### config.mk
export PLATFORM = sky130hd
export DESIGN_NAME = systolic_feeder
export DESIGN_NICKNAME = d
export VERILOG_FILES = /design/src/rtl/systolic_pkg.sv /design/src/rtl/systolic_skew_line.sv /design/src/rtl/systolic_feeder.sv
export SDC_FILE = /design/constraint.sdc
export NUM_CORES = 2
export LEC_CHECK = 0
export BUFFER_PORTS_ARGS = -buffer_cell sky130_fd_sc_hd__buf_4
export CAP_MARGIN = 20
export CORE_MARGIN = 5
export CORE_UTILIZATION = 59
export DETAILED_ROUTE_END_ITERATION = 6
export GPL_TIMING_DRIVEN = 1
export PLACE_DENSITY = 0.87
export SETUP_SLACK_MARGIN = 0.5
export SYNTH_ARGS = -nofsm -noshare
export SYNTH_HDL_FRONTEND = slang
export SYNTH_SLANG_ARGS = --single-unit
### constraint.sdc
create_clock -name clk -period 3.68 [get_ports clk]
set_input_delay 0.552 -clock clk [delete_from_list [all_inputs] [get_ports clk]]
set_output_delay 0.552 -clock clk [all_outputs]
set_load 0.1 [all_outputs]
### src/rtl/systolic_pkg.sv
// Shared types and helpers for the systolic array feeder.
// Holds the sequencer state encoding and drain-length arithmetic.
package systolic_pkg;

  typedef enum logic [2:0] {
    IDLE,
    W_FILL,
    W_BURST,
    STREAM,
    DRAIN
  } feeder_state_t;

  // Worst-case travel of the last injected value through skew and array.
  function automatic int drain_len(
    input int rows,
    input int cols,
    input int skew,
    input int pe_lat
  );
    return (rows - 1) * skew + (cols - 1) * skew + rows * pe_lat;
  endfunction

endpackage

### src/rtl/systolic_skew_line.sv
// Enable-gated shift line used to skew one activation row.
// A depth of zero degenerates to a wire.
module systolic_skew_line #(
  parameter int DATA_SIZE = 32,
  parameter int DEPTH     = 0
) (
  input  logic                 clk,
  input  logic                 reset,
  input  logic                 i_en,
  input  logic [DATA_SIZE-1:0] i_d,
  output logic [DATA_SIZE-1:0] o_q
);

  if (DEPTH == 0) begin : g_pass
    logic w_unused;
    assign w_unused = ^{clk, reset, i_en};
    assign o_q = i_d;
  end else begin : g_line
    logic [DATA_SIZE-1:0] r_sr [DEPTH];

    always_ff @(posedge clk or negedge reset) begin
      if (!reset) begin
        for (int i = 0; i < DEPTH; i++)
          r_sr[i] <= '0;
      end else if (i_en) begin
        r_sr[0] <= i_d;
        for (int i = 1; i < DEPTH; i++)
          r_sr[i] <= r_sr[i-1];
      end
    end

    assign o_q = r_sr[DEPTH-1];
  end

endmodule

### src/rtl/systolic_feeder.sv
// Sequencer feeding weights and skewed activations into the PE array.
// Array-facing outputs are registered from the next state.
module systolic_feeder
  import systolic_pkg::*;
#(
  parameter int DATA_SIZE = 32,
  parameter int ROWS      = 4,
  parameter int COLS      = 4,
  parameter int SKEW      = 3,
  parameter int PE_LAT    = 4,
  parameter int CNT_W     = 16
) (
  input  logic                      clk,
  input  logic                      reset,
  input  logic                      start,
  input  logic [CNT_W-1:0]          num_vec,
  input  logic                      w_valid,
  output logic                      w_ready,
  input  logic [COLS*DATA_SIZE-1:0] w_data,
  input  logic                      a_valid,
  output logic                      a_ready,
  input  logic [ROWS*DATA_SIZE-1:0] a_data,
  output logic                      pe_enable,
  output logic                      pe_ld_wt,
  output logic [COLS*DATA_SIZE-1:0] col_sum,
  output logic [ROWS*DATA_SIZE-1:0] row_data,
  output logic                      busy,
  output logic                      done
);

  localparam int DLEN = drain_len(ROWS, COLS, SKEW, PE_LAT);
  localparam int DW   = $clog2(DLEN + 1);
  localparam int KW   = (ROWS > 1) ? $clog2(ROWS) : 1;
  localparam logic [KW-1:0] K_LAST = KW'(ROWS - 1);
  localparam logic [DW-1:0] D_LAST = DW'(DLEN - 1);

  feeder_state_t r_state;
  feeder_state_t w_next;

  logic [KW-1:0]             r_k;
  logic [KW-1:0]             w_k_next;
  logic [CNT_W-1:0]          r_rem;
  logic [DW-1:0]             r_dcnt;
  logic [COLS*DATA_SIZE-1:0] r_buf [ROWS];

  logic                      r_pe_enable;
  logic                      r_pe_ld_wt;
  logic [COLS*DATA_SIZE-1:0] r_col_sum;
  logic [ROWS*DATA_SIZE-1:0] r_row_data;
  logic [ROWS*DATA_SIZE-1:0] w_inj;
  logic [ROWS*DATA_SIZE-1:0] w_skewed;

  logic w_w_ready;
  logic w_a_ready;
  logic w_busy;
  logic w_done;
  logic w_w_xfer;
  logic w_a_xfer;
  logic w_shift;
  logic w_en_next;

  assign w_w_xfer = w_valid & w_w_ready;
  assign w_a_xfer = a_valid & w_a_ready;
  assign w_shift  = (r_state == STREAM) || (r_state == DRAIN);

  always_ff @(posedge clk or negedge reset) begin
    if (!reset) r_state <= IDLE;
    else        r_state <= w_next;
  end

  always_comb begin
    w_next = r_state;
    unique case (r_state)
      IDLE:
        if (start) w_next = W_FILL;
      W_FILL:
        if (w_w_xfer && r_k == K_LAST) w_next = W_BURST;
      W_BURST:
        if (r_k == K_LAST)
          w_next = (r_rem == '0) ? DRAIN : STREAM;
      STREAM:
        if (r_rem == '0 ||
            (w_a_xfer && r_rem == CNT_W'(1)))
          w_next = DRAIN;
      DRAIN:
        if (r_dcnt == '0) w_next = IDLE;
      default:
        w_next = IDLE;
    endcase
  end

  always_comb begin
    w_w_ready = 1'b0;
    w_a_ready = 1'b0;
    w_busy    = 1'b1;
    w_done    = 1'b0;
    unique case (r_state)
      IDLE:    w_busy    = 1'b0;
      W_FILL:  w_w_ready = 1'b1;
      W_BURST: ;
      STREAM:  w_a_ready = (r_rem != '0);
      DRAIN:   w_done    = (r_dcnt == '0);
      default: w_busy    = 1'b0;
    endcase
  end

  // Beat index doubles as fill pointer and burst pointer.
  always_comb begin
    w_k_next = '0;
    if (r_state == W_FILL && w_next == W_FILL)
      w_k_next = r_k + KW'(w_w_xfer);
    else if (r_state == W_BURST && w_next == W_BURST)
      w_k_next = r_k + KW'(1);
  end

  assign w_en_next = (w_next == W_BURST) ||
                     (w_next == STREAM)  ||
                     (w_next == DRAIN);

  always_ff @(posedge clk or negedge reset) begin
    if (!reset) begin
      r_k    <= '0;
      r_rem  <= '0;
      r_dcnt <= '0;
      for (int i = 0; i < ROWS; i++)
        r_buf[i] <= '0;
    end else begin
      r_k <= w_k_next;
      if (w_w_xfer)
        r_buf[r_k] <= w_data;
      if (r_state == IDLE && start)
        r_rem <= num_vec;
      else if (w_a_xfer && r_rem != '0)
        r_rem <= r_rem - CNT_W'(1);
      if (w_next == DRAIN && r_state != DRAIN)
        r_dcnt <= D_LAST;
      else if (r_state == DRAIN && r_dcnt != '0)
        r_dcnt <= r_dcnt - DW'(1);
    end
  end

  always_ff @(posedge clk or negedge reset) begin
    if (!reset) begin
      r_pe_enable <= 1'b0;
      r_pe_ld_wt  <= 1'b0;
      r_col_sum   <= '0;
      r_row_data  <= '0;
    end else begin
      r_pe_enable <= w_en_next;
      r_pe_ld_wt  <= (w_next == W_BURST);
      r_col_sum   <= (w_next == W_BURST) ?
                     r_buf[w_k_next] : '0;
      if (w_shift)
        r_row_data <= w_skewed;
    end
  end

  // Bubbles inject zeros so the wavefront keeps moving.
  assign w_inj = w_a_xfer ? a_data : '0;

  for (genvar r = 0; r < ROWS; r++) begin : g_row
    systolic_skew_line #(
      .DATA_SIZE (DATA_SIZE),
      .DEPTH     (r * SKEW)
    ) u_line (
      .clk   (clk),
      .reset (reset),
      .i_en  (w_shift),
      .i_d   (w_inj[r*DATA_SIZE +: DATA_SIZE]),
      .o_q   (w_skewed[r*DATA_SIZE +: DATA_SIZE])
    );
  end

  assign w_ready   = w_w_ready;
  assign a_ready   = w_a_ready;
  assign busy      = w_busy;
  assign done      = w_done;
  assign pe_enable = r_pe_enable;
  assign pe_ld_wt  = r_pe_ld_wt;
  assign col_sum   = r_col_sum;
  assign row_data  = r_row_data;

endmodule

==> run_results.csv <==
group,metric,value,unit
drt,drc_errors,0,
yosys,synth_area_leaders,"dfrtp_1, mux2_2, nand2_1",
critical_path,crit_fanout,68,
critical_path,cp_slowest_cell,"or4_4",
placed_design,pre_cts_ws,0.348,ns
timing,slew_viol_final,0,
floorplan,num_rows,112,
timing,hold_viol_final,0,
power,powerDensity,861,nW/um2
drt,via_count,39100,
placed_design,portBuffers,538,
yosys,synth_ff_type,"dfrtp_1",
min_path,hold_depth,2,
yosys,synth_cell_type_count,52,
clock_tree,clock_latency,0.75,ns
grt,grt_pass1_wl,227000,um
timing,fin_crit,3.09,ns
min_path,hold_path.class,"in -> reg",
critical_path,worst-setup-path-type,"reg -> reg",
critical_path,cp.required,4.32,ns
final_layout,regArea,34400,um2
final_layout,syn2layout_area_growth,20.2,%
timing,setup_viol,0,
timing,max_slew_margin,38.9,%
drt,vias_per_cell,5.76,
final_layout,fill_cells,5634,
critical_path,cp-start-kind,"register",
timing,finalSetupTns,0,ns
power,leakage,33.6,nW
final_layout,multi_input_area,20100,um2
drt,wl_per_cell,21.0,um
critical_path,r2r_slack,0.59,ns
yosys,synthCells,4872,
yosys,syn_avg_cell_area,11.4,um2
yosys,ys_seq_elements,1373,
timing,layout_worst_path_cycle_share,84.0,%
yosys,synth_edf_count,0,
timing,finClkSkew,0.0367,ns
critical_path,crit_top_cell,"or4_4",
yosys,yosysSeqAreaShare,61.8,%
drt,wl,143000,um
clock_tree,cts_tree,"done",
critical_path,path_cells,"or4_4 > or4_4 > o21bai_4 > buf_12 > buf_16 > nand3_1 > mux2i_1",
critical_path,cp-end-kind,"register",
timing,worst_pin_slew,0.917,ns
min_path,hold_path_startpoint,"a_data[25]",
floorplan,dieWidth,317,um
yosys,ys_warn_count,0,
clock_tree,clk_pin_slew,0.06,ns
grt,grt_pass1_vias,41200,
grt,antenna_found_initial,18,
floorplan,fp.coreArea,93500,um2
final_layout,finalNetCount,5706,
yosys,synth_top_area_cell,"dfrtp_1",
drt,drtAntennaViolNets,0,
power,ir_worst_vdd,905,uV
grt,grt_max_degree,151,
drt,drtIter0Drc,3554,
final_layout,drive_gt1_share,30.3,%
drt,dr.pass1.iters,6,
critical_path,cp_slowest_stage_delay,0.61,ns
status,outcome,"finished clean",
clock_tree,cts_sinks,1373,
floorplan,dieArea,100000,um2
yosys,ys_async_sr_fraction,100,%
critical_path,timing.rr.end,"col_sum[100]$_DFF_PN0_",
floorplan,ios,539,
flow_run,drv_cap,0,
grt,overflow,0,
yosys,synth.cell_area,55600,um2
floorplan,die_h,317,um
clock_tree,cts_buffer_depth,3,
critical_path,reg2reg_depth,7,
yosys,synth_top_area_share,61.8,%
clock_tree,cts_buffers,139,
placed_design,place_hpwl,83800,um
critical_path,regToRegStartpoint,"r_rem[3]$_DFFE_PN0P_",
timing,postLayoutSetupSlackWorst,0.588,ns
clock_tree,cts_max_level,4,
placed_design,gp_congestion,0.797,
clock_tree,root_buffer,"clkbuf_16",
grt,track_usage,28.4,%
timing,rsz0062_at_grt,"false",
min_path,min_to,"row_data[25]$_DFFE_PN0P_",
critical_path,cp.arrival,3.73,ns
timing,clock.fmax,323,MHz
yosys,syn-num-nets,5158,
floorplan,start_util,59.5,%
==> timing repair <==
action	4_1_cts	5_1_grt
endpoints found under the hold margin	177	1
gates resized for setup	6	6
buffers inserted	5	6
pin swaps	2	1
hold buffers	55	1
endpoints found under the setup margin	128	92
cloned	4	1
==> critical path: cells and delay by family, from the launching register on <==
family	cells	cell delay, ns
DFF	1	0.44
AOI/OAI and AO/OA	1	0.27
buffers and inverters	2	0.62
muxes	1	0.25
and+or+nand+nor	3	1.34
==> registers in the layout, summed over array words and instances, names as in the netlist <==
signal and cells:
pe_ld_wt 1, g_row.u_line.g_line.r_sr 480, r_rem 16, col_sum 128, r_state 3, r_buf 512
pe_enable 1, row_data 128, r_k 2, g_row.u_line.o_q 96, r_dcnt 6
==> layout make-up <==
| class | instances | area share [%] |
|---|---|---|
| Tap cell | 1254 | 2.35 |
| Inverter | 6 | 0.0337 |
| Multi-Input combinational cell | 3176 | 30.0 |
| Clock inverter | 38 | 0.616 |
| Sequential cell | 1373 | 51.4 |
| Timing Repair Buffer | 724 | 9.40 |
| Clock buffer | 204 | 6.12 |
| Antenna cell | 14 | 0.0524 |
==> cells in the final DEF, fill, tap and decap left out, types with 13 or more instances in the layout <==
cell | netlist | layout
buf_12 | 0 | 44
nand2_1 | 1757 | 1753
o21ai_0 | 13 | 13
a22o_1 | 128 | 128
mux2_2 | 768 | 768
diode_2 | 0 | 14
clkinv_2 | 0 | 18
dfrtp_1 | 1373 | 1371
nand3_1 | 264 | 264
nor2_1 | 19 | 19
clkbuf_8 | 0 | 30
mux2i_1 | 128 | 128
buf_4 | 1 | 616
clkbuf_1 | 281 | 32
dlygate4sd3_1 | 0 | 56
clkbuf_16 | 0 | 143
==> routing by layer <==
layer	routed length (um)	GRT usage, %
met1	54700	36.3
met3	12200	7.61
met5	95	0
met2	69800	46.8
met4	5690	11.5
==> cells by family (layout without fill, tap and decap cells) <==
kind of cell	after synthesis	in the layout	share of synthesized area [%]
adder cells (fa/ha/maj)	9	9	0.203
AO/OA/AOI/OAI	174	175	2.59
other	0	14	0
AND/OR/NAND/NOR	2081	2081	14.9
multiplexers	896	896	17.9
flip-flops	1373	1373	61.8
XOR/XNOR	15	15	0.236
buffers and inverters	324	972	2.39
==> cells in the mapped netlist, types with 2 or more instances <==
cell      number
and3_1         2
ha_1           9
nor3_1         3
inv_1          6
o21ai_0       13
or4_1          4
a21o_1         2
nand2b_1       4
nand3b_1       2
o211ai_1       6
nand2_1     1757
or3_1          5
xnor2_1        5
nor2_1        19
mux2i_1      128
a31oi_1        5
buf_6         13
xor2_1        10
buf_2          8
nand3_1      264
nand4b_1       2
clkbuf_1     281
dfrtp_1     1373
nor4b_1        2
and2_1         3
buf_1         15
nor4bb_1       2
nor3b_1        2
mux2_2       768
a22o_1       128
nor4_1         4
a21oi_1        5
a211oi_1       2
o311ai_0       2
==> where the power goes <==
group          leakage (nW)  switching [mW]  internal (mW)  total [mW]
clock                  2.21            5.82           8.12        13.9
sequential             17.9            3.13           20.4        23.5
combinational          13.4            12.6           7.41        20.0
==> metrics by stage <==
stage	hold WS, ns	instances	util (%)	cell area [um2]	power (mW)
final	0.0532	6789	71.5	66800	57.5
after global routing	0.00466	6781	71.5	66800	60.2
after CTS	0.0000225	6767	71.3	66700	57.4
after detailed placement	0.455	6461	65.7	61400	42.6
after global placement	0.448	6461	65.7	61400	41.7
after floorplan	0.256	4872	-	55600	37.3
==> how the worst max path moves through the flow <==
stage | start | endpoint | slack [ns]
2_1_floorplan | r_state[2]$_DFF_PN0_ | done | 0.65
3_3_place_gp | r_rem[3]$_DFFE_PN0P_ | col_sum[42]$_DFF_PN0_ | 0.49
3_5_place_dp | r_rem[3]$_DFFE_PN0P_ | col_sum[76]$_DFF_PN0_ | 0.35
4_1_cts | r_rem[3]$_DFFE_PN0P_ | col_sum[18]$_DFF_PN0_ | 0.47
5_1_grt | r_rem[3]$_DFFE_PN0P_ | col_sum[100]$_DFF_PN0_ | 0.50
6_report | r_rem[3]$_DFFE_PN0P_ | col_sum[100]$_DFF_PN0_ | 0.59
Power figures use the tool's default switching activity.
